--- src/rtl/gate_bist_ctrl_if.sv ---
// Control/result bundle between a gate BIST sequencer and the test logic that drives it.
// The gate output under test also travels on this bundle.
interface gate_bist_ctrl_if #(
   parameter int N_IN = 2
);
   logic            start;
   logic            abort;
   logic            gate_y;
   logic [N_IN-1:0] vec_out;
   logic            busy;
   logic            done;
   logic            pass;
   logic [N_IN:0]   err_count;
   logic            fail_valid;
   logic [N_IN-1:0] fail_vec;

   modport master (
      output start, abort, gate_y,
      input  vec_out, busy, done, pass, err_count, fail_valid, fail_vec
   );

   modport slave (
      input  start, abort, gate_y,
      output vec_out, busy, done, pass, err_count, fail_valid, fail_vec
   );
endinterface

--- src/rtl/gate_bist_ctrl.sv ---
// Exhaustive BIST sequencer for one combinational gate: steps every input vector,
// waits SETTLE cycles, samples gate_y against EXPECT and records the outcome.
module gate_bist_ctrl #(
   parameter int                      N_IN   = 2,
   parameter int                      SETTLE = 2,
   parameter logic [(1<<N_IN)-1:0]    EXPECT = 4'b1000
) (
   input logic              clk,
   input logic              rst_n,
   gate_bist_ctrl_if.slave  bus
);
   localparam int CW = (SETTLE > 1) ? $clog2(SETTLE) : 1;
   localparam logic [CW-1:0] CNT_LAST = CW'(SETTLE - 1);

   typedef enum logic [1:0] {
      S_IDLE,
      S_SETTLE,
      S_SAMPLE
   } state_t;

   state_t          r_state, w_state;
   logic [N_IN-1:0] r_idx, w_idx;
   logic [CW-1:0]   r_cnt, w_cnt;
   logic [N_IN-1:0] r_vec, w_vec;
   logic            r_busy, w_busy;
   logic            r_done, w_done;
   logic            r_pass, w_pass;
   logic [N_IN:0]   r_err, w_err;
   logic            r_fvalid, w_fvalid;
   logic [N_IN-1:0] r_fvec, w_fvec;
   logic            w_miss;

   always_ff @(posedge clk or negedge rst_n) begin
      if (!rst_n) begin
         r_state  <= S_IDLE;
         r_idx    <= '0;
         r_cnt    <= '0;
         r_vec    <= '0;
         r_busy   <= 1'b0;
         r_done   <= 1'b0;
         r_pass   <= 1'b0;
         r_err    <= '0;
         r_fvalid <= 1'b0;
         r_fvec   <= '0;
      end else begin
         r_state  <= w_state;
         r_idx    <= w_idx;
         r_cnt    <= w_cnt;
         r_vec    <= w_vec;
         r_busy   <= w_busy;
         r_done   <= w_done;
         r_pass   <= w_pass;
         r_err    <= w_err;
         r_fvalid <= w_fvalid;
         r_fvec   <= w_fvec;
      end
   end

   always_comb begin
      w_state  = r_state;
      w_idx    = r_idx;
      w_cnt    = r_cnt;
      w_vec    = r_vec;
      w_busy   = r_busy;
      w_done   = 1'b0;
      w_pass   = r_pass;
      w_err    = r_err;
      w_fvalid = r_fvalid;
      w_fvec   = r_fvec;
      w_miss   = (bus.gate_y != EXPECT[r_idx]);

      // abort outranks settle/sample work but leaves partial results visible
      if (r_busy && bus.abort) begin
         w_state = S_IDLE;
         w_busy  = 1'b0;
         w_vec   = '0;
      end else begin
         case (r_state)
            S_IDLE: begin
               if (bus.start) begin
                  w_idx    = '0;
                  w_vec    = '0;
                  w_cnt    = '0;
                  w_err    = '0;
                  w_fvalid = 1'b0;
                  w_fvec   = '0;
                  w_busy   = 1'b1;
                  w_state  = S_SETTLE;
               end
            end
            S_SETTLE: begin
               w_cnt = r_cnt + 1'b1;
               if (r_cnt == CNT_LAST) w_state = S_SAMPLE;
            end
            S_SAMPLE: begin
               if (w_miss) begin
                  w_err = r_err + 1'b1;
                  if (!r_fvalid) begin
                     w_fvalid = 1'b1;
                     w_fvec   = r_idx;
                  end
               end
               if (r_idx != '1) begin
                  w_idx   = r_idx + 1'b1;
                  w_vec   = r_idx + 1'b1;
                  w_cnt   = '0;
                  w_state = S_SETTLE;
               end else begin
                  // pass reflects the error total including this last sample
                  w_done  = 1'b1;
                  w_busy  = 1'b0;
                  w_pass  = (w_err == '0);
                  w_vec   = '0;
                  w_state = S_IDLE;
               end
            end
            default: w_state = S_IDLE;
         endcase
      end
   end

   assign bus.vec_out    = r_vec;
   assign bus.busy       = r_busy;
   assign bus.done       = r_done;
   assign bus.pass       = r_pass;
   assign bus.err_count  = r_err;
   assign bus.fail_valid = r_fvalid;
   assign bus.fail_vec   = r_fvec;
endmodule

--- src/flat_wrapper.sv ---
// flat-port wrapper written by rule: the top's interface ports become plain ports
module gate_bist_ctrl_flat 
#(
   parameter int                      N_IN   = 2,
   parameter int                      SETTLE = 2,
   parameter logic [(1<<N_IN)-1:0]    EXPECT = 4'b1000
)
  (clk, rst_n, bus_start, bus_abort, bus_gate_y, bus_vec_out, bus_busy, bus_done, bus_pass, bus_err_count, bus_fail_valid, bus_fail_vec);
  gate_bist_ctrl_if #(.N_IN(N_IN)) bus_i ();
  input logic clk;
  input logic rst_n;
  input wire logic [$bits(bus_i.start)-1:0] bus_start;
  input wire logic [$bits(bus_i.abort)-1:0] bus_abort;
  input wire logic [$bits(bus_i.gate_y)-1:0] bus_gate_y;
  output wire logic [$bits(bus_i.vec_out)-1:0] bus_vec_out;
  output wire logic [$bits(bus_i.busy)-1:0] bus_busy;
  output wire logic [$bits(bus_i.done)-1:0] bus_done;
  output wire logic [$bits(bus_i.pass)-1:0] bus_pass;
  output wire logic [$bits(bus_i.err_count)-1:0] bus_err_count;
  output wire logic [$bits(bus_i.fail_valid)-1:0] bus_fail_valid;
  output wire logic [$bits(bus_i.fail_vec)-1:0] bus_fail_vec;
  assign bus_i.start = bus_start;
  assign bus_i.abort = bus_abort;
  assign bus_i.gate_y = bus_gate_y;
  assign bus_vec_out = bus_i.vec_out;
  assign bus_busy = bus_i.busy;
  assign bus_done = bus_i.done;
  assign bus_pass = bus_i.pass;
  assign bus_err_count = bus_i.err_count;
  assign bus_fail_valid = bus_i.fail_valid;
  assign bus_fail_vec = bus_i.fail_vec;
  gate_bist_ctrl #(.N_IN(N_IN), .SETTLE(SETTLE), .EXPECT(EXPECT)) u_core (.clk(clk), .rst_n(rst_n), .bus(bus_i));
endmodule
--- config.mk ---
export PLATFORM = sky130hd
export DESIGN_NAME = gate_bist_ctrl_flat
export DESIGN_NICKNAME = d
export VERILOG_FILES = /design/src/rtl/gate_bist_ctrl_if.sv /design/src/rtl/gate_bist_ctrl.sv /design/src/flat_wrapper.sv
export SDC_FILE = /design/constraint.sdc
export NUM_CORES = 1
export LEC_CHECK = 0
export BUFFER_PORTS_ARGS = -buffer_cell sky130_fd_sc_hd__buf_4
export CORE_AREA = 10 10 55 57
export CTS_CLUSTER_DIAMETER = 150
export CTS_CLUSTER_SIZE = 24
export DETAILED_ROUTE_END_ITERATION = 16
export DIE_AREA = 0 0 65 67
export PLACE_DENSITY = 0.69
export SETUP_SLACK_MARGIN = 0.05
export SLEW_MARGIN = 20
export SYNTH_ARGS = -nofsm -noshare
export SYNTH_HDL_FRONTEND = slang
export SYNTH_SLANG_ARGS = --single-unit
--- constraint.sdc ---
create_clock -name clk -period 3.66 [get_ports clk]
set_clock_uncertainty 0.2 [all_clocks]
set_input_delay 0.183 -clock clk [delete_from_list [all_inputs] [get_ports clk]]
set_output_delay 0.183 -clock clk [all_outputs]
set_load 0.05 [all_outputs]
[Word-level counts from Yosys, hierarchy flattened]
Index checks and enable logic that the tools add are counted.
Operators by class
  $add $sub $neg: 3
  magnitude comparators: 1
  equality and inequality tests: 11
  mux-type cells: 33
  bitwise gates (word level): 2
  reduce and logical (&&, ||, !) cells: 15
Operators with widths (number)
  $mux 2: 9
  $mux 3: 4
  $pmux 2 s2: 3
  $reduce_and 4->1: 3
  $mux 1: 11
  $reduce_and 3->1: 3
  $ne 2x2->1 const B: 3
  $ne 3x2->1 const B: 2
  $pmux 2 s3: 1
  $pmux 3 s2: 1
  $reduce_bool 3->1: 2
  $reduce_and 5->1: 1
  $ne 2x1->1 const B: 2
  $pmux 1 s2: 2
  $reduce_and 2->1: 2
  $add 3x1->3 const B: 1
  $logic_not 3->1: 1
  $lt 2x3->1 const B: 1
  $ne 3x1->1 const B: 1
  $pmux 1 s3: 1
  $add 2x1->2 const B: 1
  $bmux 1 s2: 1
  $eq 2x1->1 const B: 1
  $eq 2x2->1 const B: 1
  6 further kinds: 7
Word-level totals
  bits in registers: 16
  output and inout bits: 11

[Depth between registers and ports, before layout]
  word-level depth: 7
  depth in mapped cells: 5
  mapped depth without buffers: 5

[Least setup slack after synthesis]
OpenSTA, ideal clock, no wires.
  path type: register to register
  from: reg u_core.r_idx[0]
  to: reg u_core.r_pass, in the netlist u_core.bus.pass
  setup time: 122 ps
  data arrival time: 1375 ps
  path slack: 1964 ps
  stages on the path, launching flop included: 6
  path through: dfrtp_1 -> ha_1 -> xnor2_2 -> xnor2_1 -> nor3_2 -> a32o_1
On the way
  cells in the longest elaborated chain, start to end: 7
  elaborated cells between the ends (all ways): 10
Ends and longest elaborated chain
  start: declaration: line gate_bist_ctrl.sv:22  | logic [N_IN-1:0] r_idx, w_idx;
  start signal: assignment: line gate_bist_ctrl.sv:47  | r_idx <= w_idx;
  $bmux 1 s2: line gate_bist_ctrl.sv:70  | w_miss = (bus.gate_y != EXPECT[r_idx]);
  $mux 1 (not written as such): line gate_bist_ctrl.sv:70
  $ne 1x1->1: line gate_bist_ctrl.sv:70
  $mux 3: line gate_bist_ctrl.sv:96  | if (w_miss) begin
  $mux 3: line gate_bist_ctrl.sv:78  | case (r_state)
  $mux 3: line gate_bist_ctrl.sv:73  | if (r_busy && bus.abort) begin
  $logic_not 3->1: line gate_bist_ctrl.sv:112  | w_pass = (w_err == '0);
  end signal: assignment: line gate_bist_ctrl.sv:52  | r_pass <= w_pass;
  end: declaration: line gate_bist_ctrl.sv:27  | logic r_pass, w_pass;
Several ways; a longest one is shown, not always the timed one. The select of a mux whose other input is x is not followed.
A chain may end at the register's enable or synchronous reset.

[Worst setup path after layout]
Ends and elaborated chain as after synthesis.

==> impl_metrics.py <==
metrics = {
    "timing": {
        "slew_headroom_pct": 74.58,
        "hold_violations": 0,
        "setup_viol_count_final": 0,
        "rsz0062_at_grt": "no",
        "max_freq_mhz": 550.1,
        "finalSetupTns_ps": 0,
        "fin_hold_ws_ps": 25.04,
        "period_minus_slack_ps": 1818,
        "fin_crit_sh_pct": 49.67,
        "worstMarginPinSlew_ps": 381.3,
        "drv_slew": 0,
    },
    "cts": {
        "cts_buffers": 3,
        "cts_max_level": 1,
        "cts_setup_buffers": 0,
        "cts_buffer_depth": 2,
        "cts_tree": "built",
        "clock_latency_ps": 280,
        "clk_pin_slew_ps": 90,
        "cts_root_buf": "clkbuf_4",
        "numClockSinks": 16,
    },
    "power_and_ir_drop": {
        "leakagePower_nw": 0.5097,
        "cellPowerDensity_nw_per_um2": 643.3,
        "ir_worst_vdd_v": 0.0003064,
    },
    "floorplan": {
        "die_h_um": 67,
        "fp.coreArea_um2": 1942,
        "die_w_um": 65,
        "initial_core_util_pct": 43.17,
        "io_pins": 16,
        "row_count": 16,
        "dieArea_um2": 4355,
    },
    "worst_setup_path": {
        "crit_required_ps": 3640,
        "cp.arrival_ps": 1800,
        "reg2reg_slack_ps": 1840,
        "cp-start-kind": "flop",
        "crit_path_end_kind": "flop",
        "worst-setup-path-type": "flop to flop",
        "critPathMaxFanout": 6,
    },
    "logic_synthesis": {
        "synth-edff-count": 0,
        "ys_warn_count": 0,
        "synthFlopType": "dfrtp_1",
        "yosys.area.top_type_share_pct": 47.76,
        "seq_area_frac_synth_pct": 47.76,
        "ys_top_cells_by_area": "dfrtp_1 (48%), ha_1 (4.5%), nand2_1 (4.0%)",
        "ys_types": 30,
        "syn_inst": 81,
        "syn_area_um2": 838.3,
        "ys_ff_latch": 16,
        "avgSynthCellArea_um2": 10.35,
        "syn_nets": 89,
        "synth-async-reset-ratio_pct": 100.0,
        "synth_top_cell_by_area": "dfrtp_1",
    },
    "route": {
        "post_drt_via_cell_ratio": 5.142,
        "wire_per_inst_um": 13.61,
        "drc_errors": 0,
        "antenna_left": 0,
        "drt_iter0_markers": 19,
        "wl_um": 1729,
        "first_pass_iters": 4,
        "vias": 653,
    },
    "final_layout": {
        "area_growth_pct": 22.24,
        "fin_nets": 109,
        "antennaDiodeCount": 0,
        "drive_above_1_share_pct": 24.00,
    },
    "global_route": {
        "grt_pass1_vias": 627,
        "grt_overflow": 0,
        "grt_max_degree": 17,
        "antenna_found_initial": 0,
        "grt_pass1_wl_um": 2918,
        "grt_util_all_layers_pct": 8.568,
    },
    "placed_design": {
        "place.gp.congestion": 0.8130,
        "hpwlAfterDp_um": 1330,
        "port_buffers": 15,
    },
    "min_path": {
        "hp-class": "input pin to flop",
    },
    "run_status": {
        "status": "complete, no violations",
    },
    "job": {
        "drv_cap": 0,
    },
}
==> sequential cells by signal (all words and copies together) (netlist names) <==
name / cells
u_core.bus.err_count: 3
u_core.bus.fail_vec: 2
u_core.bus.pass: 1
u_core.r_cnt: 1
u_core.bus.vec_out: 2
u_core.r_idx: 2
u_core.r_state: 2
u_core.bus.busy: 1
u_core.bus.fail_valid: 1
u_core.bus.done: 1
==> cell type report <==
class	count	area, µm²
Fill cell	181	917.1
Sequential cell	16	400.4
Timing Repair Buffer	17	132.6
Tap cell	27	33.78
Inverter	3	11.26
Clock buffer	4	36.28
Multi-Input combinational cell	60	410.4
==> per-layer routing <==
layer | up-vias | GRT usage (%) | part of all wire (%)
li1 | 324 | - | -
met1 | 311 | 9.789 | 45
met2 | 16 | 12.93 | 47
met3 | 2 | 3.679 | 6.9
met4 | 0 | 5.348 | 0.69
met5 | - | 0 | 0
==> worst paths after layout <==
path / from / to / depth (start not counted)
min in group asynchronous: rst_n / u_core.bus.vec_out[0] / 2
max in group asynchronous: rst_n / u_core.r_idx[0] / 2
worst min register to register: u_core.bus.fail_vec[0] / u_core.bus.fail_vec[0] / 1
worst max-delay path: u_core.r_idx[0] / u_core.bus.pass / 5
worst min-delay path: bus_start / u_core.bus.busy / 3
worst max register to register: u_core.r_idx[0] / u_core.bus.pass / 5
==> critical path: stages (launching register included) <==
cell and delay, ps:
dfrtp_1 440, ha_1 280, xnor2_2 310, xnor2_1 180, nor3_2 50, a32o_1 250
==> cells in the mapped netlist, types with 2 or more instances <==
library cell and instances:
nand2b_1 2, a21o_1 3, a32o_1 2, ha_1 3, a22o_1 3, o21ai_0 6, xor2_1 2, and2_1 2
inv_1 3, nor2_1 6, a21oi_1 2, dfrtp_1 16, nand2_1 9, nor3_2 2, nor3_1 4, mux2i_1 2
==> placed cells by master (no fill, tap or decap) <==
cell type,n
dlygate4sd3_1,2
clkbuf_8,1
xnor2_1,1
ha_1,3
mux2i_1,2
buf_4,15
a22o_1,3
nand2_1,9
o22a_1,1
a21o_1,3
a22oi_1,1
dfrtp_1,16
a21oi_1,2
o21ai_0,6
o21ai_1,1
o31ai_1,1
o21bai_1,1
xnor2_2,1
nor3_2,2
clkbuf_4,3
and2_1,2
nand2b_4,1
nand2b_1,2
a32o_1,2
inv_1,3
nor2b_1,1
nor3_1,4
nor2_1,6
nor2b_2,1
and3_1,1
o311ai_0,1
xor2_1,2
==> stage by stage <==
stage          area, µm²  power [mW]  std cells  setup slack [ps]  util [%]
6_report            1025      0.6592        127              1842     52.77
4_1_cts             1025      0.6671        127              1848     52.77
3_3_place_gp       968.4      0.5436        121              1913     49.87
3_5_place_dp       968.4      0.5483        121              1854     49.87
5_1_grt             1025      0.7041        127              1735     52.77
2_1_floorplan      838.3      0.4817         81              1964         -
==> where the power goes <==
part           leakage [nW]  internal (mW)  total (mW)  switching [mW]
logic                 0.273          0.106       0.269           0.163
registers             0.216          0.215       0.275          0.0591
clock network        0.0210         0.0606       0.115          0.0546
==> logic make-up after synthesis <==
kind of cell	count (synthesis)	share of synthesized area, %
buffers and inverters	5	3.283
multiplexers	2	2.388
flip-flops	16	47.76
AO/OA/AOI/OAI	22	18.36
XOR/XNOR	4	5.076
adder cells (fa/ha/maj)	3	4.478
AND/OR/NAND/NOR	29	18.66
==> timing repair <==
| action | in CTS | in global routing |
|---|---|---|
| endpoints found under the hold margin | 17 | 0 |
| hold buffers | 2 | 0 |
| gates resized for setup | 0 | 0 |
Power figures use the tool's default switching activity.
